## config.mk

```make
export PLATFORM = sky130hd
export DESIGN_NAME = spike_event_logger
export DESIGN_NICKNAME = d
export VERILOG_FILES = /design/src/rtl/lif_pkg.sv /design/src/rtl/lif_event_fifo.sv /design/src/rtl/spike_event_logger.sv
export SDC_FILE = /design/constraint.sdc
export NUM_CORES = 1
export LEC_CHECK = 0
export BUFFER_PORTS_ARGS = -buffer_cell sky130_fd_sc_hd__buf_2
export CAP_MARGIN = 20
export CORE_MARGIN = 5
export CORE_UTILIZATION = 55
export CTS_BUF_LIST = sky130_fd_sc_hd__clkbuf_8
export CTS_CLUSTER_SIZE = 25
export DETAILED_ROUTE_END_ITERATION = 16
export PLACE_DENSITY = 0.8
export REMOVE_ABC_BUFFERS = 1
export SLEW_MARGIN = 20
export SYNTH_ARGS = -nofsm -noshare
export SYNTH_HDL_FRONTEND = slang
export SYNTH_SLANG_ARGS = --single-unit
```

## constraint.sdc

```tcl
create_clock -name clk -period 4.1 [get_ports clk]
set_clock_uncertainty 0.05 [all_clocks]
set_input_delay 0.41 -clock clk [delete_from_list [all_inputs] [get_ports clk]]
set_output_delay 0.41 -clock clk [all_outputs]
set_load 0.02 [all_outputs]
```

## src/rtl/lif_pkg.sv

```systemverilog
// rtl/lif_pkg.sv - shared constants and event record for the LIF neuron tile
package lif_pkg;

  localparam int STATE_W       = 8;
  localparam int TS_WIDTH_DEF  = 8;
  localparam int CNT_WIDTH_DEF = 8;
  localparam int DEPTH_DEF     = 4;

  typedef struct packed {
    logic [TS_WIDTH_DEF-1:0] ts;
    logic [STATE_W-1:0]      state;
  } spike_event_t;

endpackage

```

## src/rtl/lif_event_fifo.sv

```systemverilog
// rtl/lif_event_fifo.sv - generic synchronous FIFO with push/pop/clear
// Pointers carry one extra wrap bit so full and empty never alias.
module lif_event_fifo #(
  parameter int WIDTH = 16,
  parameter int DEPTH = 4
) (
  input  logic             clk,
  input  logic             reset_n,
  input  logic             clear,
  input  logic             push,
  input  logic [WIDTH-1:0] push_data,
  input  logic             pop,
  output logic [WIDTH-1:0] pop_data,
  output logic             full,
  output logic             empty
);

  localparam int AW = $clog2(DEPTH);

  logic [WIDTH-1:0] mem [DEPTH];
  logic [AW:0]      wr_ptr;
  logic [AW:0]      rd_ptr;
  logic             do_push;
  logic             do_pop;

  assign empty   = (wr_ptr == rd_ptr);
  assign full    = (wr_ptr[AW] != rd_ptr[AW]) && (wr_ptr[AW-1:0] == rd_ptr[AW-1:0]);
  assign do_pop  = pop & ~empty;
  // A pop in the same cycle frees the slot, so a full FIFO still accepts the push.
  assign do_push = push & (~full | do_pop);

  always_ff @(posedge clk or negedge reset_n) begin
    if (!reset_n) begin
      wr_ptr <= '0;
      rd_ptr <= '0;
    end else if (clear) begin
      wr_ptr <= '0;
      rd_ptr <= '0;
    end else begin
      if (do_push) wr_ptr <= wr_ptr + 1'b1;
      if (do_pop)  rd_ptr <= rd_ptr + 1'b1;
    end
  end

  always_ff @(posedge clk) begin
    if (do_push && !clear) mem[wr_ptr[AW-1:0]] <= push_data;
  end

  assign pop_data = empty ? '0 : mem[rd_ptr[AW-1:0]];

endmodule

```

## src/rtl/spike_event_logger.sv

```systemverilog
// rtl/spike_event_logger.sv - timestamped spike edge logger with FIFO, count, overflow
// Optional windowed rate output enabled by defining SPIKE_LOGGER_RATE_EN.
module spike_event_logger
  import lif_pkg::*;
#(
  parameter int TS_WIDTH  = TS_WIDTH_DEF,
  parameter int DEPTH     = DEPTH_DEF,
  parameter int CNT_WIDTH = CNT_WIDTH_DEF,
  parameter int WIN_LOG2  = 6
) (
  input  logic                        clk,
  input  logic                        reset_n,
  input  logic                        spike,
  input  logic [STATE_W-1:0]          state,
  input  logic                        clear,
  input  logic                        ev_ready,
  output logic                        ev_valid,
  output logic [TS_WIDTH+STATE_W-1:0] ev_data,
  output logic [CNT_WIDTH-1:0]        spike_count,
  output logic                        overflow
`ifdef SPIKE_LOGGER_RATE_EN
  ,
  output logic [CNT_WIDTH-1:0]        rate
`endif
);

  if ((DEPTH < 2) || ((DEPTH & (DEPTH - 1)) != 0) || (WIN_LOG2 < 1)) begin : g_bad_cfg
    $error("spike_event_logger: DEPTH must be a power of two >= 2 and WIN_LOG2 >= 1");
  end

  // Reset asserts immediately but releases only after two clean clock edges.
  logic [1:0] rst_sync;
  logic       rst_n;

  always_ff @(posedge clk or negedge reset_n) begin
    if (!reset_n) rst_sync <= 2'b00;
    else          rst_sync <= {rst_sync[0], 1'b1};
  end

  assign rst_n = rst_sync[1];

  logic                spike_d;
  logic                event_det;
  logic [TS_WIDTH-1:0] ts;
  logic                fifo_full;
  logic                fifo_empty;
  logic                pop;
  logic                drop;

  assign event_det = spike & ~spike_d;
  assign pop       = ev_valid & ev_ready;
  assign drop      = event_det & fifo_full & ~pop;
  assign ev_valid  = ~fifo_empty;

  always_ff @(posedge clk or negedge rst_n) begin
    if (!rst_n) begin
      spike_d     <= 1'b0;
      ts          <= '0;
      spike_count <= '0;
      overflow    <= 1'b0;
    end else if (clear) begin
      spike_d     <= 1'b0;
      ts          <= '0;
      spike_count <= '0;
      overflow    <= 1'b0;
    end else begin
      spike_d <= spike;
      ts      <= ts + 1'b1;
      if (event_det && (spike_count != '1)) spike_count <= spike_count + 1'b1;
      if (drop) overflow <= 1'b1;
    end
  end

  // The event record is {ts, state} as seen at the edge that detects it.
  lif_event_fifo #(
    .WIDTH (TS_WIDTH + STATE_W),
    .DEPTH (DEPTH)
  ) u_fifo (
    .clk       (clk),
    .reset_n   (rst_n),
    .clear     (clear),
    .push      (event_det),
    .push_data ({ts, state}),
    .pop       (pop),
    .pop_data  (ev_data),
    .full      (fifo_full),
    .empty     (fifo_empty)
  );

`ifdef SPIKE_LOGGER_RATE_EN
  logic [WIN_LOG2-1:0]  win_cnt;
  logic [CNT_WIDTH-1:0] win_acc;
  logic [CNT_WIDTH-1:0] acc_next;

  always_comb begin
    acc_next = win_acc;
    if (event_det && (win_acc != '1)) acc_next = win_acc + 1'b1;
  end

  // The last cycle of a window publishes its own event as part of that window.
  always_ff @(posedge clk or negedge rst_n) begin
    if (!rst_n) begin
      win_cnt <= '0;
      win_acc <= '0;
      rate    <= '0;
    end else if (clear) begin
      win_cnt <= '0;
      win_acc <= '0;
      rate    <= '0;
    end else begin
      win_cnt <= win_cnt + 1'b1;
      if (win_cnt == '1) begin
        rate    <= acc_next;
        win_acc <= '0;
      end else begin
        win_acc <= acc_next;
      end
    end
  end
`endif

endmodule

```

== Word-level counts from Yosys, hierarchy flattened ==
Memories as Yosys holds them, arrays and structs flattened.
Index checks and enable logic that the tools add are counted.

* $add $sub $neg: 4
* Equal/unequal tests: 4
* Mux-type cells: 13
* Bitwise operators: 11
* Reduce and logical (&&, ||, !) cells: 8

{| class="wikitable"
|+ Operators by type and width
! cell !! number
|-
| $mux W8 || 3
|-
| $add A8 B1 Y8 const B || 2
|-
| $mux W16 || 1
|-
| $mux W3 || 4
|-
| $ne A8 B8 Y1 const B || 1
|-
| $reduce_bool A2 Y1 || 4
|-
| $add A3 B1 Y3 const B || 2
|-
| $and A1 B1 Y1 || 6
|-
| $mux W1 || 5
|-
| $not A1 Y1 || 4
|-
| $eq A3 B3 Y1 || 1
|-
| $logic_and A1 B1 Y1 || 3
|-
| $eq A2 B2 Y1 || 1
|-
| $logic_not A1 Y1 || 1
|-
| $ne A1 B1 Y1 || 1
|-
| $or A1 B1 Y1 || 1
|}

* Register bits after elaboration: 26
* Bits in writable memories: 64
* Input bits: 13
* Output and inout bits: 26
* Word-level logic and storage cells: 48
* Memories: 1

{| class="wikitable"
|+ Memory list
! memory !! words !! bits a word !! rd ports !! clocked after Yosys merged registers in !! wr ports !! line !! RTL
|-
| u_fifo.mem || 4 || 16 || 1 || 0 || 1 || lif_event_fifo.sv:20 || <nowiki>logic [WIDTH-1:0] mem [DEPTH];</nowiki>
|}

== Logic depth before layout (Yosys ltp) ==
* Depth in word-level cells: 9
* Depth in mapped cells: 5
* Mapped depth without buffers: 5

== Modules after synthesis ==
A second synthesis with hierarchy kept.

* Cell total of the unflattened synthesis: 242
* Area, all modules: 3813.7 µm²

{| class="wikitable"
|+ Modules (own cells, without submodules)
! module !! times used !! cells each !! area an instance (µm²) !! seq. area each (µm²)
|-
| lif_event_fifo || 1 || 155 || 2915.3 || 2072.0
|-
| spike_event_logger || 1 || 87 || 898.4 || 500.5
|}

== Worst setup path after synthesis ==
Ideal clock, no wire load.

* Path type: register -> register
* Start point: register u_fifo.rd_ptr[1]
* End point: memory u_fifo.mem[3][0], enable pin
* Library setup time: 0.409 ns
* Arrival: 2.064 ns
* Required time: 3.641 ns
* Path slack: 1.577 ns
* Stages on the path, launching flop included: 5
* Buffers on the path: 1
* Clock period less this slack: 2.523 ns
* Cells stage by stage: dfrtp_1 buf_6 xor2_4 o41ai_4 nor3_1

* Longest elaborated chain between the ends: 9
* Elaborated cells on any way between the ends: 12
* Classes of those cells: 2 x eq/ne; 2 x mux; 6 x bitwise; 2 x reduce/logical

{| class="wikitable"
|+ Ends and longest elaborated chain
! element !! line !! RTL
|-
| start: declaration || lif_event_fifo.sv:22 || <nowiki>logic [AW:0] rd_ptr;</nowiki>
|-
| start signal: assignment || lif_event_fifo.sv:41 || <nowiki>if (do_pop) rd_ptr <= rd_ptr + 1'b1;</nowiki>
|-
| $eq A3 B3 Y1 || lif_event_fifo.sv:26 || <nowiki>assign empty = (wr_ptr == rd_ptr);</nowiki>
|-
| $not A1 Y1 || lif_event_fifo.sv:28, spike_event_logger.sv:53 ||
|-
| $and A1 B1 Y1 || spike_event_logger.sv:51 || <nowiki>assign pop = ev_valid & ev_ready;</nowiki>
|-
| $and A1 B1 Y1 || lif_event_fifo.sv:28 || <nowiki>assign do_pop = pop & ~empty;</nowiki>
|-
| $or A1 B1 Y1 (*) || lif_event_fifo.sv:30 || <nowiki>assign do_push = push & (~full | do_pop);</nowiki>
|-
| $and A1 B1 Y1 (*) || lif_event_fifo.sv:30 ||
|-
| $logic_and A1 B1 Y1 (*) || lif_event_fifo.sv:46 || <nowiki>if (do_push && !clear) mem[wr_ptr[AW-1:0]] <= push_data;</nowiki>
|-
| $mux W1 (*) || lif_event_fifo.sv:46 ||
|-
| $mux W1 (not written as such) (*) || lif_event_fifo.sv:46 ||
|-
| end: declaration || lif_event_fifo.sv:20 ||
|}

Every way passes the cells marked *; elsewhere a longest branch is shown, timed or not.

== Worst setup path in the final report ==
* Start point: register u_fifo.rd_ptr[0]
* End point: output port ev_data[13]

* Longest elaborated chain between the ends: 2
* Elaborated cells on any way between the ends: 3
* Classes of those cells: 1 x eq/ne; 1 x mux; 1 x memory

{| class="wikitable"
|+ Ends and longest elaborated chain
! element !! line !! RTL
|-
| $mem_v2 Z4 W16 / $eq A3 B3 Y1 (equally long branches) || n/a ||
|-
| $mux W16 (*) || lif_event_fifo.sv:49 || <nowiki>assign pop_data = empty ? '0 : mem[rd_ptr[AW-1:0]];</nowiki>
|-
| end: declaration || spike_event_logger.sv:18 || <nowiki>output logic [TS_WIDTH+STATE_W-1:0] ev_data,</nowiki>
|}

Marks and branches as above.

==> results.json <==
{
  "routed_wl_mm": 6.271,
  "clk_pin_slew_ns": 0.08,
  "fin_cells": 354,
  "grt_pass1_vias": 2064,
  "num_antenna_cells": 0,
  "cts_buffers": 9,
  "yosysMostFrequentCell": "edfxtp_1",
  "drtPass1Iterations": 4,
  "core_area_um2": 6756,
  "area_delta_synth_final_pct": 13.80,
  "cts_buffer_depth": 2,
  "dieArea_um2": 8633,
  "cp-start-kind": "flop",
  "yosysTopAreaCell": "edfxtp_1",
  "synthXorXnorAreaFrac_pct": 4.931,
  "ys_warn_count": 0,
  "synthSimpleGateAreaFrac_pct": 9.696,
  "outcome": "complete, no violations",
  "synth.distinct_cells": 37,
  "p_total_mw": 2.105,
  "layout_min_cycle_time_ns": 2.600,
  "yosysSeqAreaShare_pct": 68.03,
  "dp_hpwl_mm": 4.048,
  "boundaryPins": 39,
  "dp_slack_ns": 1.661,
  "synthTopCellsByCount": "edfxtp_1 (64), dfrtp_1 (26), nor2_1 (22)",
  "async_reset_ff_share_pct": 28.89,
  "arrival_ns": 2.14,
  "maxSlewHeadroom_pct": 44.03,
  "p_leak_nw": 1.681,
  "layout-drive-gt1-share_pct": 28.47,
  "htreeDepth": 3,
  "synth_top_family_by_area": "multiplexers",
  "grt_setup_unrepaired": "no",
  "cts_tree": "done",
  "clock-sinks": 90,
  "cts-root-buf": "clkbuf_8",
  "drt-vias-per-instance": 5.565,
  "drtAntennaViolNets": 0,
  "synth_edf_count": 64,
  "min_path_type": "flop to async pin",
  "multi_input_area_um2": 1150,
  "worst_pin_slew_ns": 0.8396,
  "place.gp.congestion": 0.7319,
  "powerDensity_nw_per_um2": 489.1,
  "synth_ff_type": "edfxtp_1",
  "maxCapViolations": 0,
  "syn_area_um2": 3781,
  "worstPathRequired_ns": 3.64,
  "cp-end-kind": "primary output",
  "synthAdderAreaFrac_pct": 2.316,
  "synth_seq_cells": 90,
  "drcViolationCount": 0,
  "track_usage_pct": 16.30,
  "wire_per_inst_um": 17.71,
  "syn-mean-instance-area_um2": 16.88,
  "fin_nets": 289,
  "n_fill_cell": 484,
  "hold_viol": 0,
  "grt_first_pass_wirelength_mm": 10.51,
  "tns_ns": 0,
  "rows": 30,
  "grt_max_degree": 27,
  "holdWs_ns": 0.2061,
  "clock_latency_ns": 0.35,
  "drv_slew": 0,
  "die_y_um": 92.92,
  "dp_cells": 337,
  "antenna_found_initial": 0,
  "synth_top_area_share_pct": 50.83,
  "worst_slack_ns": 1.501,
  "cts_setup_buffers": 0,
  "synthTopCellsByArea": "edfxtp_1 (51%), dfrtp_1 (17%), mux4_2 (9.5%)",
  "finalCritPeriodShare_pct": 63.40,
  "vias": 1970,
  "crit_fanout": 19,
  "synthCells": 224,
  "drt_iter0_drc": 64,
  "io_buffers": 38,
  "fp.dieW_um": 92.92,
  "max_freq_mhz": 384.7,
  "setup_viol": 0,
  "ff_latch_area_um2": 2574,
  "grt_overflow_total": 0,
  "criticalPathCategory": "flop to primary output",
  "post_synth_mux_area_share_pct": 10.59,
  "ir_drop_mv": 0.2359,
  "start_util_pct": 55.96,
  "synth_compound_area_share_pct": 2.647
}
critical path, cell delays in order, from the launching register on:
cell and delay [ns]:
dfrtp_1 0.37, buf_4 0.25, xor2_4 0.25, nor3_4 0.50
and2b_1 0.25, buf_2 0.15
placed cells by master (no fill, tap or decap), types with 3 or more instances in the layout:
cell and n:
xor2_1 11, edfxtp_1 64, o211ai_1 3, buf_2 38, clkbuf_8 9, xnor2_1 4, mux2i_1 4, nand3_1 5
nor2b_1 14, nor2_1 22, and2_1 3, mux4_2 16, inv_1 4, and2b_1 5, and3_1 4, buf_4 3
dfrtp_1 25, ha_1 7, bufinv_16 3
worst paths after layout:
path	from	endpoint	slack [ns]	depth (start not counted)
max in group asynchronous	rst_sync[1]	ts[5]	3.43	0
hold reg to reg	rst_sync[1]	spike_count[0]	0.21	0
setup / recovery	u_fifo.rd_ptr[0]	ev_data[13]	1.50	5
min in group clk	state[3]	u_fifo.mem[3][3]	0.22	1
setup reg to reg	u_fifo.rd_ptr[0]	u_fifo.mem[0][1]	1.69	5
hold / removal	rst_sync[1]	spike_count[0]	0.21	0
power by group:
part | switching (mW) | internal, mW | total, mW
logic | 0.219 | 0.161 | 0.380
registers | 0.0215 | 0.999 | 1.02
clock network | 0.301 | 0.403 | 0.704
total | 0.541 | 1.56 | 2.10
routing by layer:
layer,routed length (um),vias up,GRT usage [%]
li1,-,923,-
met2,3183,45,25.79
met5,0,-,0
met1,2718,997,21.94
met3,291,5,3.981
met4,77,0,6.227
area by class of cell:
type | instances | area share [%]
Timing Repair Buffer | 42 | 5.176
Tap cell | 80 | 2.326
Clock buffer | 9 | 2.879
Clock inverter | 7 | 2.733
Inverter | 4 | 0.3489
Sequential cell | 90 | 59.81
Multi-Input combinational cell | 122 | 26.72
flip-flops by register name, summed over array words and instances (netlist names):
| signal | count |
|---|---|
| u_fifo.mem | 64 |
| spike_d | 1 |
| u_fifo.wr_ptr | 3 |
| ts | 8 |
| overflow | 1 |
| rst_sync | 2 |
| spike_count | 8 |
| u_fifo.rd_ptr | 3 |
stage by stage:
stage,utilization (%),cell area (um2)
2_1_floorplan,-,3732
3_3_place_gp,59.94,4050
3_5_place_dp,59.94,4050
4_1_cts,63.67,4302
5_1_grt,63.69,4303
6_report,63.69,4303
cell families (layout without fill, tap and decap cells):
group,Yosys count,in the layout
AOI/OAI and AO/OA,12,12
DFF,90,90
xor gates and xnor gates,17,17
and+or+nand+nor,65,65
buffers and inverters,12,62
other,1,1
muxes,20,20
adders and majority gates,7,7
repair_timing:
item	4_1_cts	5_1_grt
hold buffers	1	0
hold endpoints to repair	2	0
gates resized for setup	0	0
No activity file was read; power rests on OpenSTA's default activity.
